`src/rtl/unit_arbiter_if.sv`:
```
// Bus between the thread array, the execution-unit arbiter and the unit mux.
// The slave side is the arbiter; the master side is the thread array plus
// the unit mux, which supplies unit_out.
interface unit_arbiter_if #(
  parameter int N_THREADS = 4,
  parameter int WORD_W    = 32,
  parameter int SEL_W     = 2
);
  // Thread request side
  logic [N_THREADS-1:0]                   req;
  logic [N_THREADS-1:0][SEL_W-1:0]        req_sel;
  logic [N_THREADS-1:0][WORD_W-1:0]       req_ctrl;
  logic [N_THREADS-1:0][1:0][WORD_W-1:0]  req_in;
  logic [N_THREADS-1:0]                   gnt;
  logic [N_THREADS-1:0]                   resp_valid;
  logic [WORD_W-1:0]                      resp_data;

  // Shared unit side
  logic [SEL_W-1:0]                       unit_sel;
  logic [WORD_W-1:0]                      unit_ctrl;
  logic [1:0][WORD_W-1:0]                 unit_in;
  logic [WORD_W-1:0]                      unit_out;

  modport slave (
    input  req, req_sel, req_ctrl, req_in, unit_out,
    output gnt, resp_valid, resp_data, unit_sel, unit_ctrl, unit_in
  );

  modport master (
    output req, req_sel, req_ctrl, req_in, unit_out,
    input  gnt, resp_valid, resp_data, unit_sel, unit_ctrl, unit_in
  );
endinterface

```
`src/rtl/unit_arbiter.sv`:
```
// Round-robin arbiter sharing one execution-unit port among N_THREADS
// threads. Grant in cycle t, unit driven in t+1, result returned in t+2.
// Unit select code 0 means "no unit".
module unit_arbiter #(
  parameter int N_THREADS = 4,
  parameter int ID_W      = (N_THREADS > 1) ? $clog2(N_THREADS) : 1,
  parameter int WORD_W    = 32,
  parameter int SEL_W     = 2
) (
  input  logic          clk,
  input  logic          rst,
  unit_arbiter_if.slave bus
);

  // Thread index base+off, wrapped modulo N_THREADS (off < N_THREADS).
  function automatic logic [ID_W-1:0] wrap_idx(input logic [ID_W-1:0] base, input int off);
    int sum;
    sum = int'(base) + off;
    if (sum >= N_THREADS) begin
      sum = sum - N_THREADS;
    end else begin
      sum = sum;
    end
    return ID_W'(sum);
  endfunction

  // State
  logic [ID_W-1:0]        ptr_q,      ptr_d;
  logic [N_THREADS-1:0]   busy_q,     busy_d;
  logic                   iss_v_q,    iss_v_d;
  logic [ID_W-1:0]        iss_id_q,   iss_id_d;
  logic [SEL_W-1:0]       iss_sel_q,  iss_sel_d;
  logic [WORD_W-1:0]      iss_ctrl_q, iss_ctrl_d;
  logic [1:0][WORD_W-1:0] iss_in_q,   iss_in_d;
  logic                   rsp_v_q,    rsp_v_d;
  logic [ID_W-1:0]        rsp_id_q,   rsp_id_d;
  logic [WORD_W-1:0]      rsp_data_q, rsp_data_d;

  // Combinational
  logic [N_THREADS-1:0]   resp_valid_s;
  logic [N_THREADS-1:0]   elig_s;
  logic [N_THREADS-1:0]   gnt_s;
  logic                   found_s;
  logic [ID_W-1:0]        gnt_id_s;
  logic [ID_W-1:0]        cand_s;

  // Decode the response register into a one-hot per-thread strobe.
  always_comb begin
    resp_valid_s = '0;
    for (int i = 0; i < N_THREADS; i++) begin
      resp_valid_s[i] = rsp_v_q & (rsp_id_q == ID_W'(i));
    end
  end

  // Round-robin search from ptr; a thread in its response cycle is re-grantable.
  // Grants are suppressed while reset is asserted.
  always_comb begin
    elig_s   = bus.req & (~busy_q | resp_valid_s) & {N_THREADS{rst}};
    found_s  = 1'b0;
    gnt_id_s = '0;
    cand_s   = '0;
    for (int k = 0; k < N_THREADS; k++) begin
      cand_s = wrap_idx(ptr_q, k);
      if (!found_s && elig_s[cand_s]) begin
        found_s  = 1'b1;
        gnt_id_s = cand_s;
      end else begin
        found_s  = found_s;
      end
    end
    gnt_s           = '0;
    gnt_s[gnt_id_s] = found_s;
  end

  // Next-state: pointer advance, busy tracking, issue and response stages.
  always_comb begin
    if (found_s) begin
      ptr_d = (gnt_id_s == ID_W'(N_THREADS - 1)) ? '0 : (gnt_id_s + ID_W'(1));
    end else begin
      ptr_d = ptr_q;
    end

    // A re-grant in the response cycle keeps the thread busy.
    busy_d = (busy_q & ~resp_valid_s) | gnt_s;

    // Idle issue slots load zeros so the unit bus reads as "none".
    iss_v_d  = found_s;
    iss_id_d = gnt_id_s;
    if (found_s) begin
      iss_sel_d  = bus.req_sel[gnt_id_s];
      iss_ctrl_d = bus.req_ctrl[gnt_id_s];
      iss_in_d   = bus.req_in[gnt_id_s];
    end else begin
      iss_sel_d  = '0;
      iss_ctrl_d = '0;
      iss_in_d   = '0;
    end

    // unit_out is only meaningful during an issue cycle.
    rsp_v_d  = iss_v_q;
    rsp_id_d = iss_id_q;
    if (iss_v_q) begin
      rsp_data_d = bus.unit_out;
    end else begin
      rsp_data_d = '0;
    end
  end

  // State registers with synchronous active-low reset; reset drops in-flight ops.
  always_ff @(posedge clk) begin
    if (!rst) begin
      ptr_q      <= '0;
      busy_q     <= '0;
      iss_v_q    <= 1'b0;
      iss_id_q   <= '0;
      iss_sel_q  <= '0;
      iss_ctrl_q <= '0;
      iss_in_q   <= '0;
      rsp_v_q    <= 1'b0;
      rsp_id_q   <= '0;
      rsp_data_q <= '0;
    end else begin
      ptr_q      <= ptr_d;
      busy_q     <= busy_d;
      iss_v_q    <= iss_v_d;
      iss_id_q   <= iss_id_d;
      iss_sel_q  <= iss_sel_d;
      iss_ctrl_q <= iss_ctrl_d;
      iss_in_q   <= iss_in_d;
      rsp_v_q    <= rsp_v_d;
      rsp_id_q   <= rsp_id_d;
      rsp_data_q <= rsp_data_d;
    end
  end

  assign bus.gnt        = gnt_s;
  assign bus.resp_valid = resp_valid_s;
  assign bus.resp_data  = rsp_data_q;
  assign bus.unit_sel   = iss_sel_q;
  assign bus.unit_ctrl  = iss_ctrl_q;
  assign bus.unit_in    = iss_in_q;

endmodule

```
`src/flat_wrapper.sv`:
```
// flat-port wrapper written by rule: the top's interface ports become plain ports
module unit_arbiter_flat 
#(
  parameter int N_THREADS = 4,
  parameter int ID_W      = (N_THREADS > 1) ? $clog2(N_THREADS) : 1,
  parameter int WORD_W    = 32,
  parameter int SEL_W     = 2
)
  (clk, rst, bus_req, bus_req_sel, bus_req_ctrl, bus_req_in, bus_unit_out, bus_gnt, bus_resp_valid, bus_resp_data, bus_unit_sel, bus_unit_ctrl, bus_unit_in);
  unit_arbiter_if #(.N_THREADS(N_THREADS), .WORD_W(WORD_W), .SEL_W(SEL_W)) bus_i ();
  input  logic clk;
  input  logic rst;
  input wire logic [$bits(bus_i.req)-1:0] bus_req;
  input wire logic [$bits(bus_i.req_sel)-1:0] bus_req_sel;
  input wire logic [$bits(bus_i.req_ctrl)-1:0] bus_req_ctrl;
  input wire logic [$bits(bus_i.req_in)-1:0] bus_req_in;
  input wire logic [$bits(bus_i.unit_out)-1:0] bus_unit_out;
  output wire logic [$bits(bus_i.gnt)-1:0] bus_gnt;
  output wire logic [$bits(bus_i.resp_valid)-1:0] bus_resp_valid;
  output wire logic [$bits(bus_i.resp_data)-1:0] bus_resp_data;
  output wire logic [$bits(bus_i.unit_sel)-1:0] bus_unit_sel;
  output wire logic [$bits(bus_i.unit_ctrl)-1:0] bus_unit_ctrl;
  output wire logic [$bits(bus_i.unit_in)-1:0] bus_unit_in;
  assign bus_i.req = bus_req;
  assign bus_i.req_sel = bus_req_sel;
  assign bus_i.req_ctrl = bus_req_ctrl;
  assign bus_i.req_in = bus_req_in;
  assign bus_i.unit_out = bus_unit_out;
  assign bus_gnt = bus_i.gnt;
  assign bus_resp_valid = bus_i.resp_valid;
  assign bus_resp_data = bus_i.resp_data;
  assign bus_unit_sel = bus_i.unit_sel;
  assign bus_unit_ctrl = bus_i.unit_ctrl;
  assign bus_unit_in = bus_i.unit_in;
  unit_arbiter #(.N_THREADS(N_THREADS), .ID_W(ID_W), .WORD_W(WORD_W), .SEL_W(SEL_W)) u_core (.clk(clk), .rst(rst), .bus(bus_i));
endmodule
```
`config.mk`:
```
export PLATFORM = sky130hd
export DESIGN_NAME = unit_arbiter_flat
export DESIGN_NICKNAME = d
export VERILOG_FILES = /design/src/rtl/unit_arbiter_if.sv /design/src/rtl/unit_arbiter.sv /design/src/flat_wrapper.sv
export SDC_FILE = /design/constraint.sdc
export NUM_CORES = 1
export LEC_CHECK = 0
export ABC_AREA = 1
export CAP_MARGIN = 20
export CORE_AREA = 2 2 218 220
export DETAILED_ROUTE_END_ITERATION = 7
export DIE_AREA = 0 0 220 222
export GPL_ROUTABILITY_DRIVEN = 0
export GPL_TIMING_DRIVEN = 0
export PLACE_DENSITY = 0.46
export SETUP_SLACK_MARGIN = 0.15
export SLEW_MARGIN = 40
export SYNTH_ARGS = -nofsm -noshare
export SYNTH_HDL_FRONTEND = slang
export SYNTH_SLANG_ARGS = --single-unit
export TNS_END_PERCENT = 50
```
`constraint.sdc`:
```
create_clock -name clk -period 3.73 [get_ports clk]
set_input_delay 0.746 -clock clk [delete_from_list [all_inputs] [get_ports clk]]
set_output_delay 0.746 -clock clk [all_outputs]
set_load 0.05 [all_outputs]
```
Word level (Yosys, flattened, before mapping):

Index checks and enable logic that the tools add are counted.

* register bits after elaboration: 142
* bits of input ports: 430
* word-level logic and storage cells: 84

* add/subtract/negate cells: 8
* order comparisons: 10
* equality and inequality tests: 4
* multiplexer cells: 29
* bitwise logic cells: 12
* reduce and logical (&&, ||, !) cells: 10

Operators with widths (number)
* $bmux 64 s2: 1
* $bmux 32 s2: 1
* $mux 64: 1
* $mux 32: 1
* $mux 2: 10
* $and 4x4->4: 4
* $lt 2x3->1 const B: 5
* $ge 3x3->1 const B: 3
* $mux 1: 9
* $bmux 1 s2: 4
* $not 4->4: 2
* $or 4x4->4: 2
* $sub 2x1->2 const B: 4
* $add 2x2->3 const B: 2
* $eq 2x2->1 const B: 3
* $and 1x1->1: 4
* $bmux 2 s2: 1
* $logic_and 1x1->1: 4
* $reduce_and 2->1: 2
* $add 2x1->3 const B: 1
* $ge 2x3->1 const B: 1
* $logic_not 1->1: 3
* $add 2x1->2 const B: 1
* $demux 1 s2: 1
* other kinds (3): 3

Logic depth before layout (Yosys ltp):

Gate-level depths: netlist of the first run.

* depth after elaboration: 23
* gate-level depth with buffers: 18

Least setup slack after synthesis of the first run:

Ideal clock, no wire load.

* path kind: input to output
* from: in rst
* to: out bus_gnt[1]
* arrival: 2600 ps
* path slack: 384 ps
* cell stages on the path: 16
* cell sequence: buf_2 > nand2_1 > inv_1 > nand3_1 > nand3_1 > nand2_2 > nand2_1 > nand2_1 > nor2_2 > nand2_4 > nand2_2 > buf_6 > buf_4 > ha_1 > nand2_1 > inv_1

* word-level cells in the longest chain between the ends: 18

RTL lines
* from (decl): RTL line flat_wrapper.sv:12 `input logic rst;`
* $and 4x4->4 (*): RTL line unit_arbiter.sv:58 `elig_s = bus.req & (~busy_q | resp_valid_s) & {N_THREADS{rst}};`
* $bmux 1 s2: RTL line unit_arbiter.sv:64 `if (!found_s && elig_s[cand_s]) begin`
* $mux 1 (not written as such): RTL line unit_arbiter.sv:64
* $mux 1: RTL line unit_arbiter.sv:64
* $logic_not 1->1: RTL line unit_arbiter.sv:64
* $logic_and 1x1->1: RTL line unit_arbiter.sv:64
* $mux 1: RTL line unit_arbiter.sv:64
* $logic_not 1->1: RTL line unit_arbiter.sv:64
* (+3 left out)
* $logic_and 1x1->1: RTL line unit_arbiter.sv:64
* $mux 2 (*): RTL line unit_arbiter.sv:64
* net u_core.gnt_id_s[0]: RTL line unit_arbiter.sv:44 `logic [ID_W-1:0] gnt_id_s;`
* $lt 2x3->1 (not written as such) or $ge 2x1->1 (tied branches): RTL line unit_arbiter.sv:72 `gnt_s[gnt_id_s] = found_s;`
* $logic_and 1x1->1 (not written as such): RTL line unit_arbiter.sv:72
* $mux 1 (not written as such): RTL line unit_arbiter.sv:72
* $demux 1 s2 (*)
* $and 4x4->4 (no line) (*)
* to (decl): RTL line flat_wrapper.sv:18 `output wire logic [$bits(bus_i.gnt)-1:0] bus_gnt;`

Mark *: on every way through the listed nets, which the timed path passes. The rest lies on a longest branch. The select of a mux whose other input is x is not followed.

Final worst setup path of the first run:

* from: reg u_core.ptr_q[0]
* to: out bus_gnt[0]

* word-level cells in the longest chain between the ends: 19

RTL lines
* from (decl): RTL line unit_arbiter.sv:28 `logic [ID_W-1:0] ptr_q, ptr_d;`
* from (signal assigned): RTL line unit_arbiter.sv:123 `ptr_q <= ptr_d;`
* parallel branches: the longest is 13 deep, another holds $add 2x1->3
* $mux 2 (*): RTL line unit_arbiter.sv:64
* net u_core.gnt_id_s[0]: RTL line unit_arbiter.sv:44
* $lt 2x3->1 (not written as such) or $ge 2x1->1 (tied branches): RTL line unit_arbiter.sv:72
* $logic_and 1x1->1 (not written as such): RTL line unit_arbiter.sv:72
* $mux 1 (not written as such): RTL line unit_arbiter.sv:72
* $demux 1 s2 (*)
* $and 4x4->4 (no line) (*)

Mark *: on every way through the listed nets, which the timed path passes. The select of a mux whose other input is x is not followed.

==> impl_metrics.toml, run 1 <==
[global_routing]
grtUsageTotal = 0.189
antenna_found_initial = 6
grt_pass1_vias = 11100
overflow = 0
grt_max_degree = 19
grt_pass1_wl_um = 68300

[cells_and_area]
final_cell_count_no_fill = 2610
drive_gt1_frac = 0.0780
syn_to_final_growth_pct = 86.2
fin_nets = 2420
fill_cells = 5084

[timing]
drv_slew = 0
fin_crit_sh = 0.909
tns_ns = 0
clock.fmax_mhz = 295
slew_headroom = 0.507
hold_violations = 0
worst_pin_slew_ns = 0.738
fin_crit_ns = 3.39
skew_ns = 0.00940
rsz0062_at_grt = "no"
finalSetupViolCount = 0

[clocking]
cts_sinks = 142
cts_root_buffer = "clkbuf_16"
cts_max_level = 4
clk_latency_ns = 0.48
cts_max_path_buffers = 2
path_clk_slew_ns = 0.07
holdBufCountCts = 0
cts_buffers = 17
cts_tree = "built"

[critical_path]
crit_type = "reg2out"
crit_slowest_cell = "dfxtp_1"
crit_path_max_incr_delay_ns = 0.33
ff2ff_setup_slack_ns = 0.72
cp.arrival_ns = 2.65
cp-startpoint = "u_core.ptr_q[0]$_SDFFE_PN0P_"
worst_path_most_repeated_cell = "inv_2"
required_ns = 2.98
crit_fanout = 8
cp_cell_sequence = "buf_6 > inv_2 > nand3_4 > nand2_4 > o21ai_4 > nand2_4 > buf_12 > nand2_8 > nand2_8 > buf_12 > buf_8 > inv_2 > ha_2 > nand2_2 > inv_2 > buf_8"
worstSetupEndpointType = "output port"
r2r_start = "u_core.ptr_q[0]$_SDFFE_PN0P_"
start_kind = "flip-flop"

[yosys]
ys_seq_elements = 142
syn_area_um2 = 8640
ys_warn_count = 0
syn_area_per_cell_um2 = 6.23
synth_nets = 1821
synth_cell_types = 24
ys_seq_area_frac = 0.329
syn_inst = 1387

[floorplanning]
die_area_um2 = 48800
die_width_um = 220
fp.dieH_um = 222
ios = 568
floorplan.initialDensity = 0.187
std_cell_rows = 79
design.core.area_um2 = 46300

[power]
power_uw = 17600
ir_drop_mv = 0.493
p_leak_uw = 0.00766
powerDensity_nw_per_um2 = 1090

[detailed_routing]
drc = 0
m1WireLength_um = 19100
wl_met3_um = 3870
firstDrtPassIters = 6
top_layer_used = "met5"
antenna_left = 0
via_count = 11000
drt_wl_total_um = 47000
drt-initial-drc-count = 544
post_drt_wl_per_cell_um = 18.0
viasPerCell = 4.20
dr_wl_met2_um = 23200

[place]
dp_hpwl_um = 36900
numPortBuffers = 566
place_inst = 2560

[status]
status = "completed"

[hold_path]
hold_path_class = "reg2reg"
min-delay-start = "u_core.iss_id_q[0]$_SDFF_PN0_"

[flow_run]
drv_cap = 0
## worst max-delay path: cells and delay by family (launching register included)
family,cells,cell delay [ns]
AO/OA/AOI/OAI,1,0.24
adder cells (fa/ha/maj),1,0.16
buffers and inverters,8,0.96
flip-flops,1,0.33
AND/OR/NAND/NOR,6,0.47
## synthesized netlist by cell type, drive strengths merged
library cell / count / share of area
a211oi: 1 / 0.00087
xnor2: 1 / 0.0019
nand4: 2 / 0.0032
nand2: 231 / 0.10
clkbuf: 30 / 0.013
a21oi: 106 / 0.061
inv: 352 / 0.15
nor2: 34 / 0.015
o21ai: 4 / 0.0036
buf: 70 / 0.044
nand3b: 98 / 0.085
ha: 4 / 0.0058
dfxtp: 142 / 0.33
nand3: 312 / 0.18
## kinds of logic after synthesis
group | count (synthesis) | share of synthesized area
xor gates and xnor gates | 1 | 0.00188
AOI/OAI and AO/OA | 111 | 0.0659
DFF | 142 | 0.329
buffers and inverters | 452 | 0.210
and+or+nand+nor | 677 | 0.388
adders and majority gates | 4 | 0.00579
## power by group
group          total, uW  switching (uW)  internal, uW
Combinational      13300            8820          4450
Clock               1810             902           909
Sequential          2490             182          2300
Total              17600            9910          7670
## repair_timing
| item | CTS | global route |
|---|---|---|
| setup buffers | 12 | 2 |
| pin swaps | 10 | 10 |
| setup endpoints to repair | 4 | 4 |
| gates resized for setup | 73 | 27 |
## area by class of cell
type	instances	area [um^2]	area share
Clock buffer	17	425	0.0264
Buffer	100	539	0.0335
Antenna cell	4	10.0	0.000622
Tap cell	607	759	0.0472
Multi-Input combinational cell	793	4190	0.261
Sequential cell	142	2840	0.177
Inverter	352	1330	0.0825
Timing Repair Buffer	580	5800	0.360
Clock inverter	15	193	0.0120
## registers in the layout (all words and copies together), names as in the netlist
| name | flops |
|---|---|
| u_core.bus.unit_sel | 2 |
| u_core.busy_q | 4 |
| u_core.bus.unit_in | 64 |
| u_core.rsp_v_q | 1 |
| u_core.ptr_q | 2 |
| u_core.bus.resp_data | 32 |
| u_core.iss_v_q | 1 |
| u_core.bus.unit_ctrl | 32 |
| u_core.rsp_id_q | 2 |
| u_core.iss_id_q | 2 |
## routing by layer
layer	track usage	vias to the layer above
met2	0.330	398
met3	0.0599	46
met5	0	-
li1	-	5477
met4	0.0572	4
met1	0.219	5038
## placed cells by master (no fill, tap or decap), types with 2 or more instances in the layout
master and n:
dfxtp_1 142, ha_2 2, buf_8 2, nand2_8 2, clkinv_8 7, nand2_4 6
nor2_1 33, clkbuf_1 29, dlymetal6s2s_1 3, inv_1 343, nand3_1 301, nand3_4 8
buf_2 41, o21ai_1 2, nand2_2 12, inv_2 8, inv_6 3, buf_6 6
diode_2 4, buf_4 25, nand2_1 211, clkdlybuf4s50_1 558, clkbuf_16 17, ha_1 2
nand3b_1 98, nand3_2 3, buf_12 3, a21oi_1 106, buf_1 11, inv_8 4
## per-stage QoR
step / hold slack, ns / util / setup slack [ns] / cell area, um^2
2_1_floorplan: 0.390 / - / 0.384 / 8640
3_3_place_gp: 0.395 / 0.326 / -1.31 / 15100
5_1_grt: 0.447 / 0.348 / 0.171 / 16100
3_5_place_dp: 0.399 / 0.326 / -1.36 / 15100
6_report: 0.413 / 0.348 / 0.338 / 16100
4_1_cts: 0.416 / 0.344 / 0.149 / 15900
## worst paths after layout
kind	cells after the start	to
worst max register to register	14	u_core.bus.unit_in[3]$_SDFF_PN0_
worst min register to register	2	u_core.rsp_id_q[0]$_SDFF_PN0_
worst max-delay path	16	bus_gnt[0]
worst min-delay path	2	u_core.rsp_id_q[0]$_SDFF_PN0_
(Power assumes the default switching activity.)
==> run 2, diff against run 1 <==
--- a/config.mk
+++ b/config.mk
@@ -6,12 +6,14 @@
 export NUM_CORES = 1
 export LEC_CHECK = 0
 export ABC_AREA = 1
+export ABC_CLOCK_PERIOD_IN_PS = 3730
 export CAP_MARGIN = 20
 export CORE_AREA = 2 2 218 220
 export DETAILED_ROUTE_END_ITERATION = 7
 export DIE_AREA = 0 0 220 222
 export GPL_ROUTABILITY_DRIVEN = 0
 export GPL_TIMING_DRIVEN = 0
+export MAX_ROUTING_LAYER = met4
 export PLACE_DENSITY = 0.46
 export SETUP_SLACK_MARGIN = 0.15
 export SLEW_MARGIN = 40
==> impl_metrics.toml, run 2 (synthesized netlist as in run 1, its figures left out) <==
[critical_path]
r2r-end = "u_core.bus.unit_in[3]$_SDFF_PN0_"
path_buf_inv = 8
r2r_start = "u_core.ptr_q[0]$_SDFFE_PN0P_"
cp.arrival_ns = 2.65
crit_type = "reg2out"
reg2reg_depth = 14
crit_fanout = 8
cp_cell_sequence = "buf_6 > inv_2 > nand3_4 > nand2_4 > o21ai_4 > nand2_4 > buf_12 > nand2_8 > nand2_8 > buf_12 > buf_8 > inv_2 > ha_2 > nand2_2 > inv_2 > buf_8"
start_kind = "flip-flop"
crit_path_max_incr_delay_ns = 0.33
ff2ff_setup_slack_ns = 0.72
worstSetupEndpointType = "output port"
worst_path_most_repeated_cell = "inv_2"
required_ns = 2.98
crit_slowest_cell = "dfxtp_1"
cp_top_family = "buffers and inverters"

[hold_path]
hold_path_class = "reg2reg"
hold_depth = 2
min-delay-start = "u_core.iss_id_q[0]$_SDFF_PN0_"
min_to = "u_core.rsp_id_q[0]$_SDFF_PN0_"

[floorplanning]
floorplan.initialDensity = 0.187
die_area_um2 = 48800
fp.dieH_um = 222
design.core.area_um2 = 46300
std_cell_rows = 79
die_width_um = 220
ios = 568

[cells_and_area]
fin_nets = 2420
post-route-util = 0.348
final_cell_count_no_fill = 2612
largest_reg_flops = 64
final_common_cell = "clkdlybuf4s50_1"
drive_gt1_frac = 0.0780
syn_to_final_growth_pct = 86.2
final_cell_mix = "clkdlybuf4s50_1 (558), inv_1 (343), nand3_1 (301)"
final_area_um2 = 16100

[timing]
hold_violations = 0
rsz0062_at_grt = "no"
fin_crit_ns = 3.40
skew_ns = 0.00916
clock.fmax_mhz = 294
worst_pin_slew_ns = 0.713
fin_crit_sh = 0.911
drv_slew = 0
slew_headroom = 0.524
finalSetupViolCount = 0
worst_slack_ns = 0.331

[detailed_routing]
drc = 0
antenna_left = 0
drt_wl_total_um = 47100
firstDrtPassIters = 5
viasPerCell = 4.20
post_drt_wl_per_cell_um = 18.0
via_count = 11000
drt-initial-drc-count = 469

[global_routing]
antenna_found_initial = 6
grt_pass1_vias = 11100
grt_max_degree = 19
overflow = 0
grtUsageTotal = 0.195
grt_pass1_wl_um = 68000

[clocking]
holdBufCountCts = 0
cts_buffers = 17
cts_max_path_buffers = 2
cts_sinks = 142
cts_root_buffer = "clkbuf_16"
cts_max_level = 4
cts_tree = "built"
path_clk_slew_ns = 0.07
clk_latency_ns = 0.48

[flow_run]
drv_cap = 0

[place]
dpl_worst_slack_ns = -1.36
place_area_um2 = 15100
place_inst = 2560
numPortBuffers = 566
dp_hpwl_um = 36900

[power]
ir_drop_mv = 0.493
p_leak_uw = 0.00766
powerDensity_nw_per_um2 = 1090

[status]
status = "completed"
[run 2: cell types whose count changed in the layout (fill, tap and decap cells not counted)]
cell and change:
diode_2 +2
[run 2: cell type report]
class	count	area, um^2
antenna	6	15.0
buffer	100	539
clock buffer	17	425
clock inverter	15	193
fill	5083	30200
inverter	352	1330
multi-input combinational	793	4190
sequential	142	2840
tap	607	759
timing repair buffer	580	5800
[run 2: per-layer routing]
layer | wire length (um) | up-vias | global-route usage
met5 | 0 | - | -
met4 | 856 | 0 | 0.0578
met3 | 3630 | 45 | 0.0565
met2 | 23300 | 393 | 0.330
met1 | 19300 | 5062 | 0.221
li1 | - | 5483 | -
[run 2: stage by stage]
| step | TNS [ns] | hold slack (ns) | total power (uW) |
|---|---|---|---|
| 4_1_cts | 0 | 0.416 | 17700 |
| 3_3_place_gp | -5.26 | 0.395 | 15300 |
| 5_1_grt | 0 | 0.447 | 18900 |
| 2_1_floorplan | 0 | 0.390 | 10600 |
| 3_5_place_dp | -5.41 | 0.399 | 15300 |
| 6_report | 0 | 0.413 | 17600 |
[run 2: timing repair]
action	in CTS	in global routing
gates cloned	0	0
setup buffers	12	2
endpoints found under the setup margin	4	4
pin swaps	10	10
gates resized for setup	73	27
[run 2: where the power goes]
part / leakage, uW / internal (uW) / switching (uW)
Sequential: 0.00119 / 2300 / 183
Combinational: 0.00618 / 4450 / 8830
Clock: 0.000295 / 909 / 902
Total: 0.00766 / 7670 / 9920
[run 2: worst max-delay path by stage]
stage,endpoint,slack (ns),depth (start not counted),start
after floorplan,bus_gnt[1],0.38,16,rst
after global placement,bus_gnt[2],-1.31,17,bus_req[0]
after detailed placement,bus_gnt[2],-1.36,17,bus_req[0]
after CTS,bus_gnt[3],0.15,18,bus_req[2]
after global routing,bus_gnt[1],0.17,15,u_core.rsp_id_q[0]$_SDFF_PN0_
final,bus_gnt[0],0.33,16,u_core.ptr_q[0]$_SDFFE_PN0P_
[run 2: tightest hold or removal path, cell delays in order (launching register included)]
cell     delay (ns)
dfxtp_1        0.31
nand2_1        0.04
inv_1          0.04
